===== config.mk =====
export PLATFORM = sky130hd
export DESIGN_NAME = alu_rs_flat
export DESIGN_NICKNAME = d
export VERILOG_FILES = /design/src/rtl/rv32i_types.sv /design/src/rtl/alu_rs_if.sv /design/src/rtl/alu_rs_pick.sv /design/src/rtl/alu_rs.sv /design/src/flat_wrapper.sv
export SDC_FILE = /design/constraint.sdc
export NUM_CORES = 2
export LEC_CHECK = 0
export BUFFER_PORTS_ARGS = -buffer_cell sky130_fd_sc_hd__buf_2
export CAP_MARGIN = 5
export CORE_ASPECT_RATIO = 0.7
export CORE_MARGIN = 3
export CORE_UTILIZATION = 48
export CTS_BUF_LIST = sky130_fd_sc_hd__clkbuf_2
export DETAILED_ROUTE_END_ITERATION = 12
export GPL_TIMING_DRIVEN = 0
export PLACE_DENSITY_LB_ADDON = 0.05
export RECOVER_POWER = 100
export SYNTH_ARGS = -nofsm -noshare
export SYNTH_HDL_FRONTEND = slang
export SYNTH_HIERARCHICAL = 1
export SYNTH_SLANG_ARGS = --single-unit

===== constraint.sdc =====
create_clock -name clk -period 35.1 [get_ports clk]
set_input_delay 3.51 -clock clk [delete_from_list [all_inputs] [get_ports clk]]
set_output_delay 3.51 -clock clk [all_outputs]
set_load 0.01 [all_outputs]

===== src/rtl/rv32i_types.sv =====
// Shared RV32I backend types: register/ROB sizing and the
// ALU reservation-station entry layout.
package rv32i_types;
  localparam int PHYS_REG_IDX    = 5;
  localparam int ARCH_REG_IDX    = 4;
  localparam int NUM_ROB_ENTRIES = 16;
  localparam int ROB_IDX_W       = $clog2(NUM_ROB_ENTRIES);
  localparam int RV_XLEN         = 32;

  typedef logic [PHYS_REG_IDX:0] preg_t;
  typedef logic [ARCH_REG_IDX:0] areg_t;
  typedef logic [ROB_IDX_W-1:0]  rob_idx_t;

  typedef struct packed {
    logic               valid;
    preg_t              ps1;
    preg_t              ps2;
    logic               rdy1;
    logic               rdy2;
    logic [RV_XLEN-1:0] imm;
    logic [3:0]         op;
    preg_t              pd;
    areg_t              rd;
    rob_idx_t           rob_idx;
    logic               dest_we;
    logic [31:0]        pc;
    logic [6:0]         opcode;
    logic [2:0]         funct3;
  } alu_rs_entry_t;

  // p0 is hard-wired, so a broadcast of tag 0 never wakes anything
  function automatic logic tag_hit(logic v, preg_t bc, preg_t tag);
    return v && (bc != '0) && (bc == tag);
  endfunction
endpackage


===== src/rtl/alu_rs_if.sv =====
// Dispatch-enqueue, CDB and ALU-issue bundle of the ALU
// reservation station; master drives enq/cdb, slave is the RS.
interface alu_rs_if #(
  parameter int XLEN = 32
);
  import rv32i_types::*;

  logic        enq_valid;
  logic        enq_ready;
  preg_t       enq_ps1;
  preg_t       enq_ps2;
  logic        enq_rs1_rdy;
  logic        enq_rs2_rdy;
  logic [XLEN-1:0] enq_imm;
  logic [3:0]  enq_op;
  preg_t       enq_pd;
  areg_t       enq_rd;
  rob_idx_t    enq_rob_idx;
  logic        enq_dest_we;
  logic [31:0] enq_pc;
  logic [6:0]  enq_opcode;
  logic [2:0]  enq_funct3;

  logic        cdb_valid;
  preg_t       cdb_pd;

  logic        iss_valid;
  logic        iss_ready;
  preg_t       iss_ps1;
  preg_t       iss_ps2;
  logic [XLEN-1:0] iss_imm;
  logic [3:0]  iss_op;
  preg_t       iss_pd;
  areg_t       iss_rd;
  rob_idx_t    iss_rob_idx;
  logic        iss_dest_we;
  logic [31:0] iss_pc;
  logic [6:0]  iss_opcode;
  logic [2:0]  iss_funct3;

  modport master (
    output enq_valid, enq_ps1, enq_ps2,
    output enq_rs1_rdy, enq_rs2_rdy,
    output enq_imm, enq_op, enq_pd, enq_rd,
    output enq_rob_idx, enq_dest_we,
    output enq_pc, enq_opcode, enq_funct3,
    output cdb_valid, cdb_pd, iss_ready,
    input  enq_ready, iss_valid,
    input  iss_ps1, iss_ps2, iss_imm, iss_op,
    input  iss_pd, iss_rd, iss_rob_idx,
    input  iss_dest_we, iss_pc, iss_opcode,
    input  iss_funct3
  );

  modport slave (
    input  enq_valid, enq_ps1, enq_ps2,
    input  enq_rs1_rdy, enq_rs2_rdy,
    input  enq_imm, enq_op, enq_pd, enq_rd,
    input  enq_rob_idx, enq_dest_we,
    input  enq_pc, enq_opcode, enq_funct3,
    input  cdb_valid, cdb_pd, iss_ready,
    output enq_ready, iss_valid,
    output iss_ps1, iss_ps2, iss_imm, iss_op,
    output iss_pd, iss_rd, iss_rob_idx,
    output iss_dest_we, iss_pc, iss_opcode,
    output iss_funct3
  );
endinterface


===== src/rtl/alu_rs_pick.sv =====
// Parameterised lowest-index priority encoder used for the
// free-slot and ready-slot picks of the reservation station.
module rs_pick_lowest #(
  parameter int N = 8
) (
  input  logic [N-1:0]         req,
  output logic                 found,
  output logic [$clog2(N)-1:0] idx
);
  localparam int W = $clog2(N);

  always_comb begin
    found = 1'b0;
    idx   = '0;
    for (int i = N - 1; i >= 0; i--) begin
      if (req[i]) begin
        found = 1'b1;
        idx   = W'(i);
      end
    end
  end
endmodule


===== src/rtl/alu_rs.sv =====
// Integer ALU reservation station: CDB wakeup, lowest-slot issue.
// Optional ALU_RS_FLUSH_EN adds a flush port that squashes all slots.
module alu_rs
  import rv32i_types::*;
#(
  parameter int NUM_ENTRIES = 8,
  parameter int XLEN        = 32
) (
  input logic clk,
  input logic rst,
`ifdef ALU_RS_FLUSH_EN
  input logic flush,
`endif
  alu_rs_if.slave io
);
  localparam int IDX_W = $clog2(NUM_ENTRIES);
  localparam int OCC_W = IDX_W + 1;

  alu_rs_entry_t slots [NUM_ENTRIES];
  alu_rs_entry_t new_ent;

  logic [OCC_W-1:0]       occ;
  logic [NUM_ENTRIES-1:0] free_vec;
  logic [NUM_ENTRIES-1:0] rdy_vec;
  logic                   free_found;
  logic                   rdy_found;
  logic [IDX_W-1:0]       free_idx;
  logic [IDX_W-1:0]       rdy_idx;
  logic                   squash;
  logic                   has_room;
  logic                   enq_fire;
  logic                   iss_fire;

`ifdef ALU_RS_FLUSH_EN
  assign squash = flush;
`else
  assign squash = 1'b0;
`endif

  always_comb begin
    free_vec = '0;
    rdy_vec  = '0;
    for (int i = 0; i < NUM_ENTRIES; i++) begin
      free_vec[i] = !slots[i].valid;
      rdy_vec[i]  = slots[i].valid
                  & slots[i].rdy1
                  & slots[i].rdy2;
    end
  end

  rs_pick_lowest #(.N(NUM_ENTRIES)) u_free (
    .req   (free_vec),
    .found (free_found),
    .idx   (free_idx)
  );

  rs_pick_lowest #(.N(NUM_ENTRIES)) u_rdy (
    .req   (rdy_vec),
    .found (rdy_found),
    .idx   (rdy_idx)
  );

  assign has_room     = occ < OCC_W'(NUM_ENTRIES);
  assign io.enq_ready = has_room && !squash;
  assign io.iss_valid = rdy_found && !squash;
  assign enq_fire     = io.enq_valid && io.enq_ready;
  assign iss_fire     = io.iss_valid && io.iss_ready;

  // operands broadcast in the enqueue cycle are captured here
  always_comb begin
    new_ent         = '0;
    new_ent.valid   = 1'b1;
    new_ent.ps1     = io.enq_ps1;
    new_ent.ps2     = io.enq_ps2;
    new_ent.rdy1    = io.enq_rs1_rdy || (io.enq_ps1 == '0)
                   || tag_hit(io.cdb_valid, io.cdb_pd, io.enq_ps1);
    new_ent.rdy2    = io.enq_rs2_rdy || (io.enq_ps2 == '0)
                   || tag_hit(io.cdb_valid, io.cdb_pd, io.enq_ps2);
    new_ent.imm     = io.enq_imm;
    new_ent.op      = io.enq_op;
    new_ent.pd      = io.enq_pd;
    new_ent.rd      = io.enq_rd;
    new_ent.rob_idx = io.enq_rob_idx;
    new_ent.dest_we = io.enq_dest_we;
    new_ent.pc      = io.enq_pc;
    new_ent.opcode  = io.enq_opcode;
    new_ent.funct3  = io.enq_funct3;
  end

  always_ff @(posedge clk or posedge rst) begin
    if (rst) begin
      for (int i = 0; i < NUM_ENTRIES; i++) slots[i] <= '0;
      occ <= '0;
    end else begin
      for (int i = 0; i < NUM_ENTRIES; i++) begin
        if (tag_hit(io.cdb_valid, io.cdb_pd, slots[i].ps1))
          slots[i].rdy1 <= 1'b1;
        if (tag_hit(io.cdb_valid, io.cdb_pd, slots[i].ps2))
          slots[i].rdy2 <= 1'b1;
        if (squash)
          slots[i].valid <= 1'b0;
        else if (iss_fire && IDX_W'(i) == rdy_idx)
          slots[i].valid <= 1'b0;
        else if (enq_fire && IDX_W'(i) == free_idx)
          slots[i] <= new_ent;
      end
      unique case (1'b1)
        squash:                occ <= '0;
        enq_fire && !iss_fire: occ <= occ + OCC_W'(1);
        iss_fire && !enq_fire: occ <= occ - OCC_W'(1);
        default:               ;
      endcase
    end
  end

  always @(posedge clk) begin
    if (!rst) begin
      assert (!(iss_fire && !enq_fire && occ == '0));
      assert (!(enq_fire && !iss_fire
                && occ == OCC_W'(NUM_ENTRIES)));
      assert (has_room == free_found);
    end
  end

  assign io.iss_ps1     = io.iss_valid ? slots[rdy_idx].ps1 : '0;
  assign io.iss_ps2     = io.iss_valid ? slots[rdy_idx].ps2 : '0;
  assign io.iss_imm     = io.iss_valid ? slots[rdy_idx].imm : '0;
  assign io.iss_op      = io.iss_valid ? slots[rdy_idx].op : '0;
  assign io.iss_pd      = io.iss_valid ? slots[rdy_idx].pd : '0;
  assign io.iss_rd      = io.iss_valid ? slots[rdy_idx].rd : '0;
  assign io.iss_rob_idx = io.iss_valid ? slots[rdy_idx].rob_idx : '0;
  assign io.iss_dest_we = io.iss_valid ? slots[rdy_idx].dest_we : '0;
  assign io.iss_pc      = io.iss_valid ? slots[rdy_idx].pc : '0;
  assign io.iss_opcode  = io.iss_valid ? slots[rdy_idx].opcode : '0;
  assign io.iss_funct3  = io.iss_valid ? slots[rdy_idx].funct3 : '0;
endmodule


===== src/flat_wrapper.sv =====
// flat-port wrapper written by rule: the top's interface ports become plain ports
module alu_rs_flat import rv32i_types::*;
#(
  parameter int NUM_ENTRIES = 8,
  parameter int XLEN        = 32
)
  (clk, rst, io_enq_valid, io_enq_ps1, io_enq_ps2, io_enq_rs1_rdy, io_enq_rs2_rdy, io_enq_imm, io_enq_op, io_enq_pd, io_enq_rd, io_enq_rob_idx, io_enq_dest_we, io_enq_pc, io_enq_opcode, io_enq_funct3, io_cdb_valid, io_cdb_pd, io_iss_ready, io_enq_ready, io_iss_valid, io_iss_ps1, io_iss_ps2, io_iss_imm, io_iss_op, io_iss_pd, io_iss_rd, io_iss_rob_idx, io_iss_dest_we, io_iss_pc, io_iss_opcode, io_iss_funct3);
  alu_rs_if #(.XLEN(XLEN)) io_i ();
  input logic clk;
  input logic rst;
  input wire logic [$bits(io_i.enq_valid)-1:0] io_enq_valid;
  input wire logic [$bits(io_i.enq_ps1)-1:0] io_enq_ps1;
  input wire logic [$bits(io_i.enq_ps2)-1:0] io_enq_ps2;
  input wire logic [$bits(io_i.enq_rs1_rdy)-1:0] io_enq_rs1_rdy;
  input wire logic [$bits(io_i.enq_rs2_rdy)-1:0] io_enq_rs2_rdy;
  input wire logic [$bits(io_i.enq_imm)-1:0] io_enq_imm;
  input wire logic [$bits(io_i.enq_op)-1:0] io_enq_op;
  input wire logic [$bits(io_i.enq_pd)-1:0] io_enq_pd;
  input wire logic [$bits(io_i.enq_rd)-1:0] io_enq_rd;
  input wire logic [$bits(io_i.enq_rob_idx)-1:0] io_enq_rob_idx;
  input wire logic [$bits(io_i.enq_dest_we)-1:0] io_enq_dest_we;
  input wire logic [$bits(io_i.enq_pc)-1:0] io_enq_pc;
  input wire logic [$bits(io_i.enq_opcode)-1:0] io_enq_opcode;
  input wire logic [$bits(io_i.enq_funct3)-1:0] io_enq_funct3;
  input wire logic [$bits(io_i.cdb_valid)-1:0] io_cdb_valid;
  input wire logic [$bits(io_i.cdb_pd)-1:0] io_cdb_pd;
  input wire logic [$bits(io_i.iss_ready)-1:0] io_iss_ready;
  output wire logic [$bits(io_i.enq_ready)-1:0] io_enq_ready;
  output wire logic [$bits(io_i.iss_valid)-1:0] io_iss_valid;
  output wire logic [$bits(io_i.iss_ps1)-1:0] io_iss_ps1;
  output wire logic [$bits(io_i.iss_ps2)-1:0] io_iss_ps2;
  output wire logic [$bits(io_i.iss_imm)-1:0] io_iss_imm;
  output wire logic [$bits(io_i.iss_op)-1:0] io_iss_op;
  output wire logic [$bits(io_i.iss_pd)-1:0] io_iss_pd;
  output wire logic [$bits(io_i.iss_rd)-1:0] io_iss_rd;
  output wire logic [$bits(io_i.iss_rob_idx)-1:0] io_iss_rob_idx;
  output wire logic [$bits(io_i.iss_dest_we)-1:0] io_iss_dest_we;
  output wire logic [$bits(io_i.iss_pc)-1:0] io_iss_pc;
  output wire logic [$bits(io_i.iss_opcode)-1:0] io_iss_opcode;
  output wire logic [$bits(io_i.iss_funct3)-1:0] io_iss_funct3;
  assign io_i.enq_valid = io_enq_valid;
  assign io_i.enq_ps1 = io_enq_ps1;
  assign io_i.enq_ps2 = io_enq_ps2;
  assign io_i.enq_rs1_rdy = io_enq_rs1_rdy;
  assign io_i.enq_rs2_rdy = io_enq_rs2_rdy;
  assign io_i.enq_imm = io_enq_imm;
  assign io_i.enq_op = io_enq_op;
  assign io_i.enq_pd = io_enq_pd;
  assign io_i.enq_rd = io_enq_rd;
  assign io_i.enq_rob_idx = io_enq_rob_idx;
  assign io_i.enq_dest_we = io_enq_dest_we;
  assign io_i.enq_pc = io_enq_pc;
  assign io_i.enq_opcode = io_enq_opcode;
  assign io_i.enq_funct3 = io_enq_funct3;
  assign io_i.cdb_valid = io_cdb_valid;
  assign io_i.cdb_pd = io_cdb_pd;
  assign io_i.iss_ready = io_iss_ready;
  assign io_enq_ready = io_i.enq_ready;
  assign io_iss_valid = io_i.iss_valid;
  assign io_iss_ps1 = io_i.iss_ps1;
  assign io_iss_ps2 = io_i.iss_ps2;
  assign io_iss_imm = io_i.iss_imm;
  assign io_iss_op = io_i.iss_op;
  assign io_iss_pd = io_i.iss_pd;
  assign io_iss_rd = io_i.iss_rd;
  assign io_iss_rob_idx = io_i.iss_rob_idx;
  assign io_iss_dest_we = io_i.iss_dest_we;
  assign io_iss_pc = io_i.iss_pc;
  assign io_iss_opcode = io_i.iss_opcode;
  assign io_iss_funct3 = io_i.iss_funct3;
  alu_rs #(.NUM_ENTRIES(NUM_ENTRIES), .XLEN(XLEN)) u_core (.clk(clk), .rst(rst), .io(io_i));
endmodule

==> impl_metrics.toml <==
[pwr]
power_frac_clock_pct = 16.9
total_power_mw = 4.00
p_leak_nw = 20.7
switching_share_pct = 37.7
power_density_nw_per_um2 = 88.6
vdd_drop_max_uv = 41.9
pwr-share-comb_pct = 44.4
p_switching_mw = 1.51
seq_power_share_pct = 38.7
p_int_mw = 2.49

[floorplan]
dieArea_sq_um = 89700
start_util_pct = 48.7
die_y_um = 251
dieWidth_um = 357
core_sq_um = 84700
ioPinCount = 227
row_count = 89

[clock_network]
clk_latency_ns = 1.48
post_cts_buffers = 0
htreeDepth = 4
cts_tree = "done"
root_buffer = "clkbuf_2"
clock_sinks = 876
cts_inserted_buffers = 210
cts_max_path_buffers = 3
postCtsResizedCells = 0
clk_pin_slew_ns = 0.09
cts-hold-fix-buffers = 0

[setup_path]
rr_worst_depth = 9
r2r-start = "u_core/slots[653]$_DFFE_PP0P_"
path_buf_inv = 4
required_ns = 35.00
rrSetupSlack_ns = 29.47
crit_fanout = 136
crit_path_cell_trace = "clkbuf_1, clkinvlp_2, clkbuf_1, clkbuf_1"
worst_setup_path_end_kind = "asynchronous set/reset pin"
cp.depth = 4
crit_top_cell = "clkbuf_1"
critPathKind = "primary input to asynchronous set/reset pin"
cpLargestDelayFamily = "buffers and inverters"
r2r-end = "u_core/slots[222]$_DFFE_PP0P_"
startpoint_type = "primary input"
max_stage_delay_ns = 5.19
cp_slowest_cell = "clkbuf_1"
critPathArrivalTime_ns = 17.13

[sta]
fin_crit_sh_pct = 49.1
hold_viol_final = 0
slew_violations = 900
rsz0062_at_grt = "false"
fmax_mhz = 58.0
fin_crit_ns = 17.23
finalSetupViolations = 0
whs_ns = 0.491
fin_tns_setup_ns = 0
tightest_slew_ns = 7.05
maxSlewHeadroom_pct = -370
finClkSkew_ns = 0.0633

[hold_path]
whs_path_depth = 1
hold-path-endpoint = "u_core/slots[597]$_DFFE_PP0P_"
hold_class = "flop to flop"
hp-start = "u_core/slots[597]$_DFFE_PP0P_"

[routing]
wirelength_mm = 113
drtIter0Drc = 1556
postRouteAntennaNets = 0
route.detailed.drc = 0
dr.pass1.iters = 5
viasPerCell = 5.75
avgRoutedWirePerCell_um = 26.0
vias = 24934

[cells_and_area]
n_fill_cell = 7290
regArea_sq_um = 21900
nets = 3168
syn2layout_area_growth_pct = 9.23
layout-drive-gt1-share_pct = 46.7
post-route-util_pct = 53.2
multi_input_area_sq_um = 18100

[yosys]
syn_area_sq_um = 41300
synth_area_per_cell_sq_um = 15.8
syn_nets = 2742
synth.yosys.warnings = 6
netlist_instances = 2620

[global_routing]
grtUsageTotal_pct = 25.4
antenna_found_initial = 16
grt_max_degree = 139
grt_pass1_wl_mm = 170
grt_pass1_vias = 26991
grt_overflow_total = 0

[outcome]
violations = "max-capacitance violations, max-slew violations"
status = "finished, violations left"

[place]
hpwl_mm = 74.7
io_buffers = 208
place.gp.congestion = 0.827

[flow_run]
cap_violations = 8
routing by layer:
metal / track usage (%) / wire [um] / vias up / share of wire (%)
li1: - / - / 10683 / -
met1: 36.0 / 51100 / 13400 / 45
met2: 38.7 / 51900 / 672 / 46
met3: 6.00 / 6700 / 167 / 6.0
met4: 8.70 / 2780 / 12 / 2.5
met5: 0 / 80 / - / 0.071
cell type report:
type / count / share of cell area (%)
diodes: 15 / 0.0832
plain buffers: 191 / 1.76
clock buffers: 305 / 3.38
clock inverters: 46 / 0.682
inverters: 12 / 0.103
multi-input cells: 1541 / 40.2
flip-flops and latches: 876 / 48.6
well taps: 1137 / 3.15
repair buffers: 214 / 2.09
power by group through the flow:
stage	registers [mW]	clock network (mW)	logic, mW
after floorplan	1.50	0	1.29
after global placement	1.54	0	1.80
after detailed placement	1.56	0	1.85
after CTS	1.54	0.707	1.85
after global routing	1.58	0.759	1.91
final	1.55	0.675	1.78
sequential cells by signal (all words and copies together), names as in the netlist:
| register | count |
|---|---|
| u_core/occ | 4 |
| u_core/slots | 872 |
metrics by stage:
stage / area [sq um] / setup slack [ns] / cells
2_1_floorplan: 41300 / 6.97 / 2620
3_3_place_gp: 43800 / -0.986 / 3965
3_5_place_dp: 43900 / 27.53 / 3971
4_1_cts: 45800 / 25.78 / 4322
5_1_grt: 45100 / 15.02 / 4331
6_report: 45100 / 17.87 / 4337
how the worst max path moves through the flow:
stage                                     start                             to
finish                                      rst  u_core/slots[223]$_DFFE_PP0P_
global route                                rst  u_core/slots[329]$_DFFE_PP0P_
CTS                 u_core/slots[421]$_DFF_PP0_                  io_iss_imm[2]
detailed placement  u_core/slots[421]$_DFF_PP0_                  io_iss_imm[2]
global placement                            rst  u_core/slots[243]$_DFFE_PP0P_
floorplan                                   rst      u_core/occ[0]$_DFFE_PP0P_
layout by cell type (no fill, tap or decap), drive strengths merged, types with 2 or more instances in the layout:
| cell type | n |
|---|---|
| ha | 3 |
| nor3 | 3 |
| clkinv | 34 |
| clkbuf | 545 |
| diode | 15 |
| dfrtp | 876 |
| nor2b | 113 |
| o21a | 5 |
| nand2 | 12 |
| a41oi | 10 |
| and3 | 9 |
| a21oi | 13 |
| nor2 | 25 |
| buf | 165 |
| mux2i | 116 |
| mux2 | 849 |
| o41ai | 2 |
| nor4 | 24 |
| a311oi | 6 |
| o21ai | 3 |
| nand3 | 3 |
| o21bai | 2 |
| xor2 | 91 |
| nand2b | 2 |
| a31oi | 2 |
| a211oi | 5 |
| inv | 18 |
| mux4 | 212 |
| a21o | 2 |
| xnor2 | 22 |
| bufinv | 5 |
Note: power is estimated with default switching activity, not from simulation.
